<file path="config.mk">
export PLATFORM = sky130hd
export DESIGN_NAME = dlfloat_mac_seq
export DESIGN_NICKNAME = d
export VERILOG_FILES = /design/src/rtl/dlfloat_pkg.sv /design/src/rtl/dlfloat_mac_seq.sv
export SDC_FILE = /design/constraint.sdc
export NUM_CORES = 1
export LEC_CHECK = 0
export ABC_AREA = 1
export CAP_MARGIN = 20
export CORE_MARGIN = 8
export CORE_UTILIZATION = 40
export CTS_BUF_LIST = sky130_fd_sc_hd__clkbuf_8
export DETAILED_ROUTE_END_ITERATION = 7
export GPL_ROUTABILITY_DRIVEN = 0
export PLACE_DENSITY = 0.78
export RECOVER_POWER = 50
export SLEW_MARGIN = 0
export SYNTH_ARGS = -nofsm -noshare
export SYNTH_HDL_FRONTEND = slang
export SYNTH_SLANG_ARGS = --single-unit
</file>
<file path="constraint.sdc">
create_clock -name clk_i -period 2.02 [get_ports clk_i]
set_input_delay 0.404 -clock clk_i [delete_from_list [all_inputs] [get_ports clk_i]]
set_output_delay 0.404 -clock clk_i [all_outputs]
set_load 0.1 [all_outputs]
</file>
<file path="src/rtl/dlfloat_pkg.sv">
// Shared DLFloat definitions (1 sign, 6 exponent bias 31, 9 mantissa) and the MAC job sequencer state type.
package dlfloat_pkg;

  localparam int          DLF_W    = 16;
  localparam logic [15:0] DLF_ZERO = 16'h0000;
  localparam logic [15:0] DLF_ONE  = 16'h3E00;

  typedef enum logic [2:0] {
    ST_IDLE   = 3'd0,
    ST_CLEAR  = 3'd1,
    ST_STREAM = 3'd2,
    ST_DRAIN  = 3'd3,
    ST_DONE   = 3'd4
  } mac_state_e;

endpackage

</file>
<file path="src/rtl/dlfloat_mac_seq.sv">
// Sequences one dot-product job through the shared DLFloat MAC: clear, stream N pairs, drain, return result.
// Result is valid MAC_LAT+1 edges after the last pair is accepted; the result is held until res_ready_i is seen.
module dlfloat_mac_seq
  import dlfloat_pkg::*;
#(
  parameter int DATA_W  = 16,
  parameter int LEN_W   = 8,
  parameter int MAC_LAT = 3
) (
  input  logic              clk_i,
  input  logic              rst_i,
  input  logic              cmd_valid_i,
  output logic              cmd_ready_o,
  input  logic [LEN_W-1:0]  cmd_len_i,
  input  logic              op_valid_i,
  output logic              op_ready_o,
  input  logic [DATA_W-1:0] op_a_i,
  input  logic [DATA_W-1:0] op_b_i,
  output logic [DATA_W-1:0] mac_a_o,
  output logic [DATA_W-1:0] mac_b_o,
  output logic              mac_en_o,
  output logic              mac_clr_o,
  input  logic [DATA_W-1:0] mac_acc_i,
  output logic              res_valid_o,
  input  logic              res_ready_i,
  output logic [DATA_W-1:0] res_data_o,
  output logic              busy_o
);

  localparam int DRN_W = (MAC_LAT < 2) ? 1 : $clog2(MAC_LAT + 1);

  mac_state_e        state_q, state_d;
  logic [LEN_W-1:0]  rem_q, rem_d;
  logic [DRN_W-1:0]  drain_q, drain_d;
  logic [DATA_W-1:0] mac_a_q, mac_a_d;
  logic [DATA_W-1:0] mac_b_q, mac_b_d;
  logic              mac_en_q, mac_en_d;
  logic              mac_clr_q, mac_clr_d;
  logic [DATA_W-1:0] res_data_q, res_data_d;

  always_comb begin
    state_d    = state_q;
    rem_d      = rem_q;
    drain_d    = drain_q;
    mac_a_d    = mac_a_q;
    mac_b_d    = mac_b_q;
    mac_en_d   = 1'b0;
    mac_clr_d  = 1'b0;
    res_data_d = res_data_q;
    case (state_q)
      ST_IDLE: begin
        if (cmd_valid_i) begin
          rem_d = cmd_len_i;
          if (cmd_len_i == '0) begin
            res_data_d = DATA_W'(DLF_ZERO);
            state_d    = ST_DONE;
          end else begin
            mac_clr_d = 1'b1;
            state_d   = ST_CLEAR;
          end
        end
      end
      ST_CLEAR: state_d = ST_STREAM;
      ST_STREAM: begin
        if (op_valid_i) begin
          mac_a_d  = op_a_i;
          mac_b_d  = op_b_i;
          mac_en_d = 1'b1;
          rem_d    = rem_q - LEN_W'(1);
          if (rem_q == LEN_W'(1)) begin
            drain_d = DRN_W'(MAC_LAT);
            state_d = ST_DRAIN;
          end
        end
      end
      ST_DRAIN: begin
        // Countdown starts while mac_en for the last pair is still registered, hence capture at zero.
        if (drain_q == '0) begin
          res_data_d = mac_acc_i;
          state_d    = ST_DONE;
        end else begin
          drain_d = drain_q - DRN_W'(1);
        end
      end
      ST_DONE: begin
        if (res_ready_i) state_d = ST_IDLE;
      end
      default: state_d = ST_IDLE;
    endcase
  end

  always_ff @(posedge clk_i or posedge rst_i) begin
    if (rst_i) begin
      state_q    <= ST_IDLE;
      rem_q      <= '0;
      drain_q    <= '0;
      mac_a_q    <= '0;
      mac_b_q    <= '0;
      mac_en_q   <= 1'b0;
      mac_clr_q  <= 1'b0;
      res_data_q <= '0;
    end else begin
      state_q    <= state_d;
      rem_q      <= rem_d;
      drain_q    <= drain_d;
      mac_a_q    <= mac_a_d;
      mac_b_q    <= mac_b_d;
      mac_en_q   <= mac_en_d;
      mac_clr_q  <= mac_clr_d;
      res_data_q <= res_data_d;
    end
  end

  assign cmd_ready_o = (state_q == ST_IDLE);
  assign op_ready_o  = (state_q == ST_STREAM);
  assign res_valid_o = (state_q == ST_DONE);
  assign busy_o      = (state_q != ST_IDLE);
  assign mac_a_o     = mac_a_q;
  assign mac_b_o     = mac_b_q;
  assign mac_en_o    = mac_en_q;
  assign mac_clr_o   = mac_clr_q;
  assign res_data_o  = res_data_q;

endmodule

</file>
==> out/results.md <==
| Parameter | This run | Unit |
|---|---|---|
| Result of the run | complete, no violations | - |
| CP Data Required Time | 1.62 | ns |
| Routed wire length | 7.47 | mm |
| Critical path arrival | 1.40 | ns |
| Worst-path clk slew | 0.07 | ns |
| Vias in the first global route | 2,659 | - |
| Tcrit/Tclk final | 0.895 | - |
| Mux cell area share after synthesis | 0 | - |
| Final Hold Fails | 0 | - |
| I/O pins | 115 | - |
| Worst setup EP type | output port | - |
| Number of buffers added to fix hold violations after cts | 0 | - |
| Number of nets produced by synthesis | 424 | - |
| Final slew viol count | 0 | - |
| Worst slew margin | 0.444 | - |
| Critical register-to-register path startpoint | state_q[2]$_DFFE_PP0P_ | - |
| Post-CTS sizing | 0 | - |
| Clk Latency, worst-skew pair | 0.33 | ns |
| Synth Instances | 360 | - |
| Starting density of the core | 0.413 | - |
| Global-route wire length before repair | 12.4 | mm |
| Xor/xnor share of the synthesized area | 0 | - |
| Die Area | 10,000 | µm² |
| Proportion of layout cells with a drive suffix above 1 | 0.182 | - |
| Unrepaired setup endpoints after global routing | no | - |
| Max H-tree Level | 3 | - |
| Setup slack, reg-to-reg | 0.56 | ns |
| Library cell used as clock root buffer | sky130_fd_sc_hd__clkbuf_8 | - |
| Worst r2r path cells | 5 | - |
| Yosys cell types | 25 | - |
| Type of the most critical hold path | flop to flop | - |
| Maximum clock rate | 0.553 | GHz |
| Die Y-Extent | 100 | µm |
| Yosys warning count | 0 | - |
| Smallest hold slack | 0.474 | ns |
| Clock tree from TritonCTS | yes | - |
| Final setup skew | 0.00731 | ns |
| Layout overhead on the synthesized area | 46.0 | % |
| Post-detailed-route DRC marker count | 0 | - |
| Fin nets | 544 | - |
| Crit-path slowest cell | sky130_fd_sc_hd__dfrtp_1 | - |
| Detailed Routing Iterations Pass 1 | 5 | - |
| Combinational family with the most area after synthesis | simple AND/OR/NAND/NOR gates | - |
| Final worst path period need | 1.81 | ns |
| Fraction of the mapped netlist area in adder cells | 0.0133 | - |
| Cells along the critical path | nor2_1 -> nand2_2 -> inv_4 -> buf_12 | - |
| Critical path peak fanout | 4 | - |
| Number of antenna repair diodes | 0 | - |
| Mapped cell area | 2820 | µm² |
| #FFs+latches synth | 63 | - |
| Sequential fraction of the synthesis area | 0.558 | - |
| Avg Vias per Cell | 4.50 | - |
| Placed wire-length estimate after detailed placement | 5.66 | mm |
| Post-route ant nets | 0 | - |
| Deepest clock path buffer count | 2 | - |
| Fraction of the mapped netlist area in compound gates | 0.0261 | - |
| Via count | 2,610 | - |
| Count of max-cap constraint violations | 0 | - |
| Transition at the pin with the smallest max-transition slack | 0.834 | ns |
| Post-CTS Setup Bufs | 0 | - |
| Number of antenna violations at the first check in global routing | 0 | - |
| # setup viols final | 0 | - |
| Clock Sinks | 63 | - |
| Routed length per instance | 12.9 | µm |
| Pin count of the biggest net entering global routing | 64 | - |
| DR iter-0 viols | 94 | - |
| Largest stage delay on the critical path | 0.42 | ns |
| Worst Hold Path Cells | 2 | - |
| Area of the core | 6830 | µm² |
| Critical path origin | state_q[0]$_DFFE_PP0P_ | - |
| Capture point of the worst reg-to-reg path | mac_a_o[0]$_DFFE_PP0P_ | - |
| Hold path endpoint | res_data_o[9]$_DFFE_PP0P_ | - |
| Horiz. Die Dim | 100 | µm |
| TritonCTS Buffers | 9 | - |
| Synthesized area per cell | 7.84 | µm² |
| Cell row count | 30 | - |
| CP startpoint kind | flop | - |
| Start point of the worst hold path | res_data_o[9]$_DFFE_PP0P_ | - |
| Input/output buffers | 114 | - |
| Overflow left after global routing | 0 | - |
| Total GRT Usage | 0.154 | - |
| Accumulated negative setup slack | 0 | ns |
| Critical setup path kind | flop to output port | - |
| Simple-gate share of the synthesized area | 0.350 | - |
[cell type report]
type                    count  area, µm²
fillers                   642       2710
flip-flops and latches     63       1580
multi-input cells         262       1110
repair buffers            118       1020
clock buffers              11        151
well taps                  96        120
inverters                  26        100
clock inverters             4       46.3
[layer usage]
layer,GRT usage,routed length [µm],up-vias,share of wire
met5,0,0,-,0
met4,0.0709,152,0,0.020
met3,0.0526,531,13,0.071
met2,0.252,3620,80,0.48
met1,0.177,3170,1178,0.42
li1,-,-,1339,-
[state kept, by name, summed over array words and instances, names as in the netlist]
signal      cells
drain_q         2
res_data_o     16
mac_b_o        16
mac_en_o        1
state_q         3
mac_clr_o       1
rem_q           8
mac_a_o        16
[kinds of logic after synthesis]
| group | count (synthesis) |
|---|---|
| flip-flops | 63 |
| buffers and inverters | 35 |
| AND/OR/NAND/NOR | 245 |
| AO/OA/AOI/OAI | 14 |
| adder cells (fa/ha/maj) | 3 |
[synth_stat cells, drive strengths merged]
cell    instances  area [µm²]
nand2         202         773
dfrtp          63        1580
inv            26        97.6
nor2           23        98.8
nand3          14        75.1
o21ai          13        68.8
buf             7        43.8
ha              3        37.5
nor3            3        20.0
clkbuf          2        7.51
a21oi           1        5.00
nand4           1        6.26
nor3b           1        7.51
or2             1        6.26
[worst max-delay path: cells and delay by family, from the launching register on]
family / cells / cell delay [ns]
simple gates: 2 / 0.38
flops: 1 / 0.42
buf+inv: 2 / 0.27
[per-stage QoR]
step                worst slack, ns  instance area (µm²)  std cells  utilization
finish                        0.212                 4120        580        0.603
global route                  0.106                 4120        580        0.603
CTS                           0.188                 4200        580        0.615
detailed placement            0.262                 4000        565        0.586
global placement              0.346                 4000        565        0.586
floorplan                    0.0269                 2840        360            -
[worst max-delay path by stage]
stage / to / slack [ns] / cells past startpoint
global placement: mac_b_o[11]$_DFFE_PP0P_ / 0.35 / 5
global route: cmd_ready_o / 0.11 / 4
floorplan: res_data_o[0]$_DFFE_PP0P_ / 0.03 / 9
detailed placement: mac_a_o[2]$_DFFE_PP0P_ / 0.26 / 5
finish: cmd_ready_o / 0.21 / 4
CTS: cmd_ready_o / 0.19 / 4
[cells in the final DEF, fill, tap and decap left out, drive strengths merged, types with 2 or more instances in the layout]
cell,instances
nor3,3
clkdlybuf4s50,59
nand2,202
dfrtp,63
clkbuf,38
o21ai,13
nor2,23
inv,26
ha,3
nand3,14
buf,31
clkinv,2
Power is not shown: default switching activity piles up to over one toggle a cycle in this logic, so the estimate is an artifact.
